==> config.mk <==
export PLATFORM = sky130hd
export DESIGN_NAME = alu_cmd_sequencer
export DESIGN_NICKNAME = d
export VERILOG_FILES = /design/src/rtl/alu_cmd_sequencer.sv
export SDC_FILE = /design/constraint.sdc
export NUM_CORES = 1
export LEC_CHECK = 0
export ABC_CLOCK_PERIOD_IN_PS = 3100
export CORE_MARGIN = 4
export CORE_UTILIZATION = 35
export DETAILED_ROUTE_END_ITERATION = 8
export DONT_BUFFER_PORTS = 1
export PLACE_DENSITY = 0.53
export SLEW_MARGIN = 20
export SYNTH_ARGS = -nofsm -noshare
export SYNTH_HDL_FRONTEND = slang
export SYNTH_SLANG_ARGS = --single-unit
==> constraint.sdc <==
create_clock -name clk -period 3.1 [get_ports clk]
set_clock_uncertainty 0.2 [all_clocks]
set_input_delay 0.31 -clock clk [delete_from_list [all_inputs] [get_ports clk]]
set_output_delay 0.31 -clock clk [all_outputs]
set_load 0.05 [all_outputs]
==> src/rtl/alu_cmd_sequencer.sv <==
// Command sequencer in front of TotalALU: times single-cycle ops and DIVU, then fetches HI/LO.
// Optional SELF_CHECK_EN adds cmd_exp / mismatch / err_count result checking.
module alu_cmd_sequencer #(
  parameter int          DIV_CYCLES = 33,
  parameter int          GAP_CYCLES = 2,
  parameter logic [5:0]  IDLE_SIG   = 6'd0
) (
  input  logic        clk,
  input  logic        reset,
  input  logic        cmd_valid,
  output logic        cmd_ready,
  input  logic [5:0]  cmd_op,
  input  logic [31:0] cmd_a,
  input  logic [31:0] cmd_b,
  output logic [5:0]  alu_signal,
  output logic [31:0] alu_dataA,
  output logic [31:0] alu_dataB,
  input  logic [31:0] alu_out,
  output logic        res_valid,
  input  logic        res_ready,
  output logic [31:0] res_data,
  output logic [31:0] res_hi,
  output logic        res_err
`ifdef SELF_CHECK_EN
  ,
  input  logic [31:0] cmd_exp,
  output logic        mismatch,
  output logic [15:0] err_count
`endif
);

  localparam logic [2:0] S_IDLE  = 3'd0;
  localparam logic [2:0] S_EXEC  = 3'd1;
  localparam logic [2:0] S_DWAIT = 3'd2;
  localparam logic [2:0] S_DGAP  = 3'd3;
  localparam logic [2:0] S_MFHI  = 3'd4;
  localparam logic [2:0] S_MFLO  = 3'd5;
  localparam logic [2:0] S_RESP  = 3'd6;

  localparam logic [5:0] OP_AND  = 6'd36;
  localparam logic [5:0] OP_OR   = 6'd37;
  localparam logic [5:0] OP_ADD  = 6'd32;
  localparam logic [5:0] OP_SUB  = 6'd34;
  localparam logic [5:0] OP_SLT  = 6'd42;
  localparam logic [5:0] OP_SRL  = 6'd2;
  localparam logic [5:0] OP_DIVU = 6'd27;
  localparam logic [5:0] OP_MFHI = 6'd16;
  localparam logic [5:0] OP_MFLO = 6'd18;

  localparam logic [5:0] DIV_LD = 6'(DIV_CYCLES - 1);
  localparam logic [5:0] GAP_LD = 6'(GAP_CYCLES - 1);

  logic [2:0]  state;
  logic [5:0]  op_q;
  logic [31:0] a_q;
  logic [31:0] b_q;
  logic [5:0]  cnt;
  logic        is_alu;
  logic        is_div;

  always_comb begin
    is_alu = 1'b0;
    is_div = 1'b0;
    unique case (1'b1)
      cmd_op == OP_AND,
      cmd_op == OP_OR,
      cmd_op == OP_ADD,
      cmd_op == OP_SUB,
      cmd_op == OP_SLT,
      cmd_op == OP_SRL:  is_alu = 1'b1;
      cmd_op == OP_DIVU: is_div = 1'b1;
      default: ;
    endcase
  end

  // Zero-length wait or gap phases are skipped entirely.
  always_ff @(posedge clk) begin
    if (reset) begin
      state    <= S_IDLE;
      op_q     <= 6'd0;
      a_q      <= 32'd0;
      b_q      <= 32'd0;
      cnt      <= 6'd0;
      res_data <= 32'd0;
      res_hi   <= 32'd0;
      res_err  <= 1'b0;
    end else begin
      unique case (state)
        S_IDLE: begin
          if (cmd_valid) begin
            op_q     <= cmd_op;
            a_q      <= cmd_a;
            b_q      <= cmd_b;
            res_data <= 32'd0;
            res_hi   <= 32'd0;
            res_err  <= 1'b0;
            if (is_alu) begin
              state <= S_EXEC;
            end else if (is_div) begin
              if (DIV_CYCLES != 0) begin
                state <= S_DWAIT;
                cnt   <= DIV_LD;
              end else if (GAP_CYCLES != 0) begin
                state <= S_DGAP;
                cnt   <= GAP_LD;
              end else begin
                state <= S_MFHI;
              end
            end else begin
              state   <= S_RESP;
              res_err <= 1'b1;
            end
          end
        end
        S_EXEC: begin
          res_data <= alu_out;
          state    <= S_RESP;
        end
        S_DWAIT: begin
          if (cnt == 6'd0) begin
            if (GAP_CYCLES != 0) begin
              state <= S_DGAP;
              cnt   <= GAP_LD;
            end else begin
              state <= S_MFHI;
            end
          end else begin
            cnt <= cnt - 6'd1;
          end
        end
        S_DGAP: begin
          if (cnt == 6'd0) state <= S_MFHI;
          else             cnt   <= cnt - 6'd1;
        end
        S_MFHI: begin
          res_hi <= alu_out;
          state  <= S_MFLO;
        end
        S_MFLO: begin
          res_data <= alu_out;
          state    <= S_RESP;
        end
        S_RESP: begin
          if (res_ready) state <= S_IDLE;
        end
        default: state <= S_IDLE;
      endcase
    end
  end

  always_comb begin
    alu_signal = IDLE_SIG;
    unique case (state)
      S_EXEC:  alu_signal = op_q;
      S_DWAIT: alu_signal = OP_DIVU;
      S_MFHI:  alu_signal = OP_MFHI;
      S_MFLO:  alu_signal = OP_MFLO;
      default: alu_signal = IDLE_SIG;
    endcase
  end

  assign cmd_ready = (state == S_IDLE);
  assign res_valid = (state == S_RESP);
  assign alu_dataA = a_q;
  assign alu_dataB = b_q;

`ifdef SELF_CHECK_EN
  logic [31:0] exp_q;

  always_ff @(posedge clk) begin
    if (reset) begin
      exp_q     <= 32'd0;
      mismatch  <= 1'b0;
      err_count <= 16'd0;
    end else begin
      mismatch <= 1'b0;
      if (cmd_valid && cmd_ready) exp_q <= cmd_exp;
      if (res_valid && res_ready && res_data != exp_q) begin
        mismatch <= 1'b1;
        if (err_count != 16'hFFFF) err_count <= err_count + 16'd1;
      end
    end
  end
`endif

endmodule

After elaboration in Yosys (flattened, before gate mapping)
Index checks and enable logic that the tools add are counted.
Widths: inputs -> output; s select.
- register bits after elaboration: 144
- bits in latches: 0
- memory bits (writable): 0
- ROM bits: 0
- input bits: 106
- output and inout port bits: 137
- logic and storage cells: 62
- memories kept: 0
- add/subtract/negate cells: 1
- $mul: 0
- div/mod/pow operators: 0
- order comparisons: 0
- equal/unequal tests: 20
- shifts and indexed selects: 0
- multiplexer cells: 21
- bitwise logic cells: 0
- reductions and logical operators: 12
- operators with widths (operator ; count):
    $pmux 32 s2 ; 2
    $mux 32 ; 1
    $eq 6x6->1 const B ; 5
    $mux 6 ; 5
    $pmux 6 s4 ; 1
    $mux 3 ; 6
    $pmux 3 s6 ; 1
    $pmux 6 s3 ; 1
    $ne 2x2->1 const B ; 5
    $eq 3x3->1 const B ; 3
    $eq 3x2->1 const B ; 2
    $eq 6x2->1 const B ; 1
    $eq 6x5->1 const B ; 1
    $logic_not 6->1 ; 1
    $reduce_and 2->1 ; 3
    $reduce_or 6->1 ; 1
    $sub 6x1->6 const B ; 1
    $reduce_and 5->1 ; 1
    $mux 1 ; 4
    $ne 2x1->1 const B ; 2
    $reduce_and 4->1 ; 1
    $reduce_bool 2->1 ; 2
    $eq 3x1->1 const B ; 1
    $logic_not 3->1 ; 1
    other kinds (2) ; 2

Logic depth before layout (Yosys ltp)
- depth in word-level cells: 6
- mapped depth: 7

Worst setup path before layout
Ideal clock, no wire load.
- path kind: register -> output
- start: register state[0]
- end: output port alu_signal[1]
- arrival time: 1.728 ns
- setup slack: 0.862 ns
- stages on the path, launching flop included: 4
- buffers on the path: 2
- cell sequence: dfxtp_1 -> buf_2 -> clkbuf_1 -> o21ai_0
- longest elaborated chain between the ends: 2
- elaborated cells between the ends (all ways): 5
- those cells by class: 4 x eq/ne; 1 x mux
- ends and longest elaborated chain (what ; RTL line ; source):
    start, declared ; 53 ; logic [2:0] state;
    start signal, assigned ; 79 ; state <= S_IDLE;
    start signal, assigned ; 98 ; state <= S_EXEC;
    start signal, assigned ; 101 ; state <= S_DWAIT;
    $eq 3x3->1 (tied with other cells) ; 153 ; unique case (state)
    $pmux 6 s4 * ; 153 ;
    end, declared ; 15 ; output logic [5:0] alu_signal,
Mark *: on every way between the ends. The rest lies on a longest branch, timed or not.

Worst setup path in the final report
- start: register state[0]
- end: output port alu_signal[5]
The elaborated chain is that of the path after synthesis.

==> flow_summary.yaml <==
synthesis:
  avgSynthCellArea_sq_um: 8.13
  synth-seq-area-share_pct: 53.9
  syn-cell-area_sq_mm: 0.00534
  ys_ff_latch: 144
  async_flop_share_pct: 0
  synth_flop_cell: "dfxtp_1"
  synth_edf_count: 0
  yosysUniqueCellTypes: 38
  syn-instance-count: 657
  synth_nets: 765
  yosysWarnings: 0
cts:
  ctsRootBufferMaster: "clkbuf_16"
  cts_buffers: 17
  cts_resized: 0
  cts_buffer_depth: 2
  htreeDepth: 4
  clkSinkCount: 144
  cts_tree: "yes"
  post_cts_buffers: 0
  cts_hold_buf: 106
  clk_latency_ns: 0.40
  clkTransAtPathRegs_ns: 0.06
floorplan:
  die_h_um: 132
  rows: 44
  initial_core_util_pct: 36.2
  design.die.area_sq_mm: 0.0173
  ioPinCount: 243
  die_w_um: 132
  coreArea_sq_mm: 0.0148
pwr:
  seqPwrFrac_pct: 47.5
  leakage_nw: 2.59
  p_total_mw: 6.81
  pwr-share-clk_pct: 30.6
  ir_drop_uv: 402
  power_density_mw_per_mm2: 950
  p_comb_share_pct: 21.9
  sw_frac_of_total_pct: 41.5
  p_int_mw: 3.99
  p_switching_mw: 2.82
setup_path:
  slowest_delay_ns: 0.70
  timing.critical_path.buf_inv: 0
  start_kind: "flop"
  end_kind: "output pin"
  cp_data_required_time_ns: 2.59
  critPathKind: "reg2out"
  path_delay_family: "simple AND/OR/NAND/NOR gates"
  path_cells: "nor2b_2 -> and3_1"
  cpMaxStageDelayCell: "dfxtp_1"
  critical_path.max_fanout: 18
  worstPathArrival_ns: 2.14
route:
  drt_iter0_markers: 270
  ant_nets: 0
  wirelength_um: 16000
  remaining_drc_errors: 0
  firstDrtPassIters: 4
  vias_per_cell: 5.30
  dr_total_vias: 4969
  wl_per_cell_um: 17.1
final_layout:
  drive_gt1_share_pct: 6.63
  num-fill-cells: 1354
  num_antenna_cells: 0
  layout.nets: 849
  area_growth_pct: 34.2
grt:
  grt_max_degree: 143
  grt_pass1_wl_um: 25700
  grt_antenna_before_repair: 0
  grt_pass1_vias: 4887
  track_usage_pct: 18.1
  grt-ovfl-total: 0
sta:
  fmax_ghz: 0.377
  setup_viol: 0
  tns_ns: 0
  maxSlewViolCount: 0
  max_slew_margin_pct: 54.4
  hold_viol: 0
  min_period_ns: 2.65
  rsz0062_at_grt: "false"
  worstMarginPinSlew_ns: 0.684
  post-route-period-util_pct: 85.6
placement:
  place.gp.congestion: 0.815
  place_hpwl_um: 9820
  io_buffers: 0
flow_run:
  drv_cap: 0
status:
  outcome: "complete, no violations"
worst_hold_path:
  hold_class: "in2reg"
through the flow:
stage / setup WS [ns] / hold WS [ns] / util [%] / instances / cell area [sq um]
2_1_floorplan: 0.862 / 0.232 / - / 657 / 5340
3_3_place_gp: 0.865 / 0.191 / 37.2 / 800 / 5490
3_5_place_dp: 0.770 / 0.193 / 37.2 / 800 / 5490
4_1_cts: 0.419 / 0.0143 / 48.6 / 938 / 7170
5_1_grt: 0.301 / 0.0237 / 48.6 / 938 / 7170
6_report: 0.447 / 0.0395 / 48.6 / 938 / 7170
sequential cells by signal, summed over array words and instances, names as in the netlist:
name       flops
state          3
res_hi        32
res_data      32
cnt            6
alu_dataA     32
op_q           6
alu_dataB     32
res_err        1
layout by cell type, fill, tap and decap left out, types with 5 or more instances in the layout:
cell and count:
a22oi_1 33, nand3_1 33, o21ai_0 8, inv_1 5
clkbuf_16 17, nor2_1 38, nand2b_1 6, buf_4 10
dlygate4sd3_1 105, a21oi_1 113, dfxtp_1 144, nand2_1 181
layer usage:
layer	up-vias	share of wire, %	global-route usage (%)	routed length, um
li1	2396	-	-	-
met3	23	9.9	7.99	1590
met4	0	2.1	7.47	337
met5	-	0	0	0
met2	213	50	31.0	8070
met1	2337	38	19.5	6020
cell usage after synthesis, types with 2 or more instances:
cell	count	share of area (%)
and3_1	2	0.23
ha_1	2	0.47
a21oi_1	113	11
nand2_1	182	13
clkbuf_1	29	2.0
nand2b_1	6	0.70
nor2b_1	5	0.59
nor4b_1	2	0.33
a31oi_1	2	0.23
o211ai_1	2	0.28
nand3_1	33	3.1
nor3_1	4	0.37
nor2_1	39	2.7
buf_1	2	0.14
dfxtp_1	144	54
inv_1	5	0.35
buf_2	22	2.1
o21ai_0	9	0.84
a22oi_1	33	4.6
a311oi_1	3	0.49
cell type report:
type                            count  area [sq um]  area share [%]
Sequential cell                   144          2880            40.2
Clock buffer                       20           447            6.23
Tap cell                          184           230            3.21
Timing Repair Buffer              118          1190            16.6
Clock inverter                     12           158            2.20
Inverter                            5          18.8           0.262
Multi-Input combinational cell    455          2240            31.3
worst paths after layout:
path	start	to	slack, ns	cells after the start
hold reg to reg	op_q[1]	op_q[1]	0.25	2
hold / removal	cmd_op[4]	state[0]	0.04	2
setup reg to reg	state[0]	res_data[7]	0.46	5
setup / recovery	state[0]	alu_signal[5]	0.45	2
logic make-up (layout without fill, tap and decap cells):
kind of cell | Yosys count | after routing | synth area share, %
compound gates | 172 | 172 | 18.6
fa+ha+maj | 2 | 2 | 0.468
buf+inv | 58 | 155 | 4.59
flops | 144 | 144 | 53.9
mux | 1 | 1 | 0.187
simple gates | 280 | 280 | 22.2
power groups by stage:
stage	Sequential, mW	Combinational [mW]	Clock (mW)
after floorplan	3.15	1.10	0
after global placement	3.27	1.31	0
after detailed placement	3.27	1.35	0
after CTS	3.24	1.49	2.14
after global routing	3.27	1.67	2.22
final	3.24	1.50	2.08
worst register-to-register path, delay by kind of cell, from the launching register on:
| kind | cells | cell delay [ns] |
|---|---|---|
| buffers and inverters | 2 | 0.98 |
| flip-flops | 1 | 0.70 |
| AND/OR/NAND/NOR | 2 | 0.58 |
| AO/OA/AOI/OAI | 1 | 0.12 |
Power figures use the tool's default switching activity.
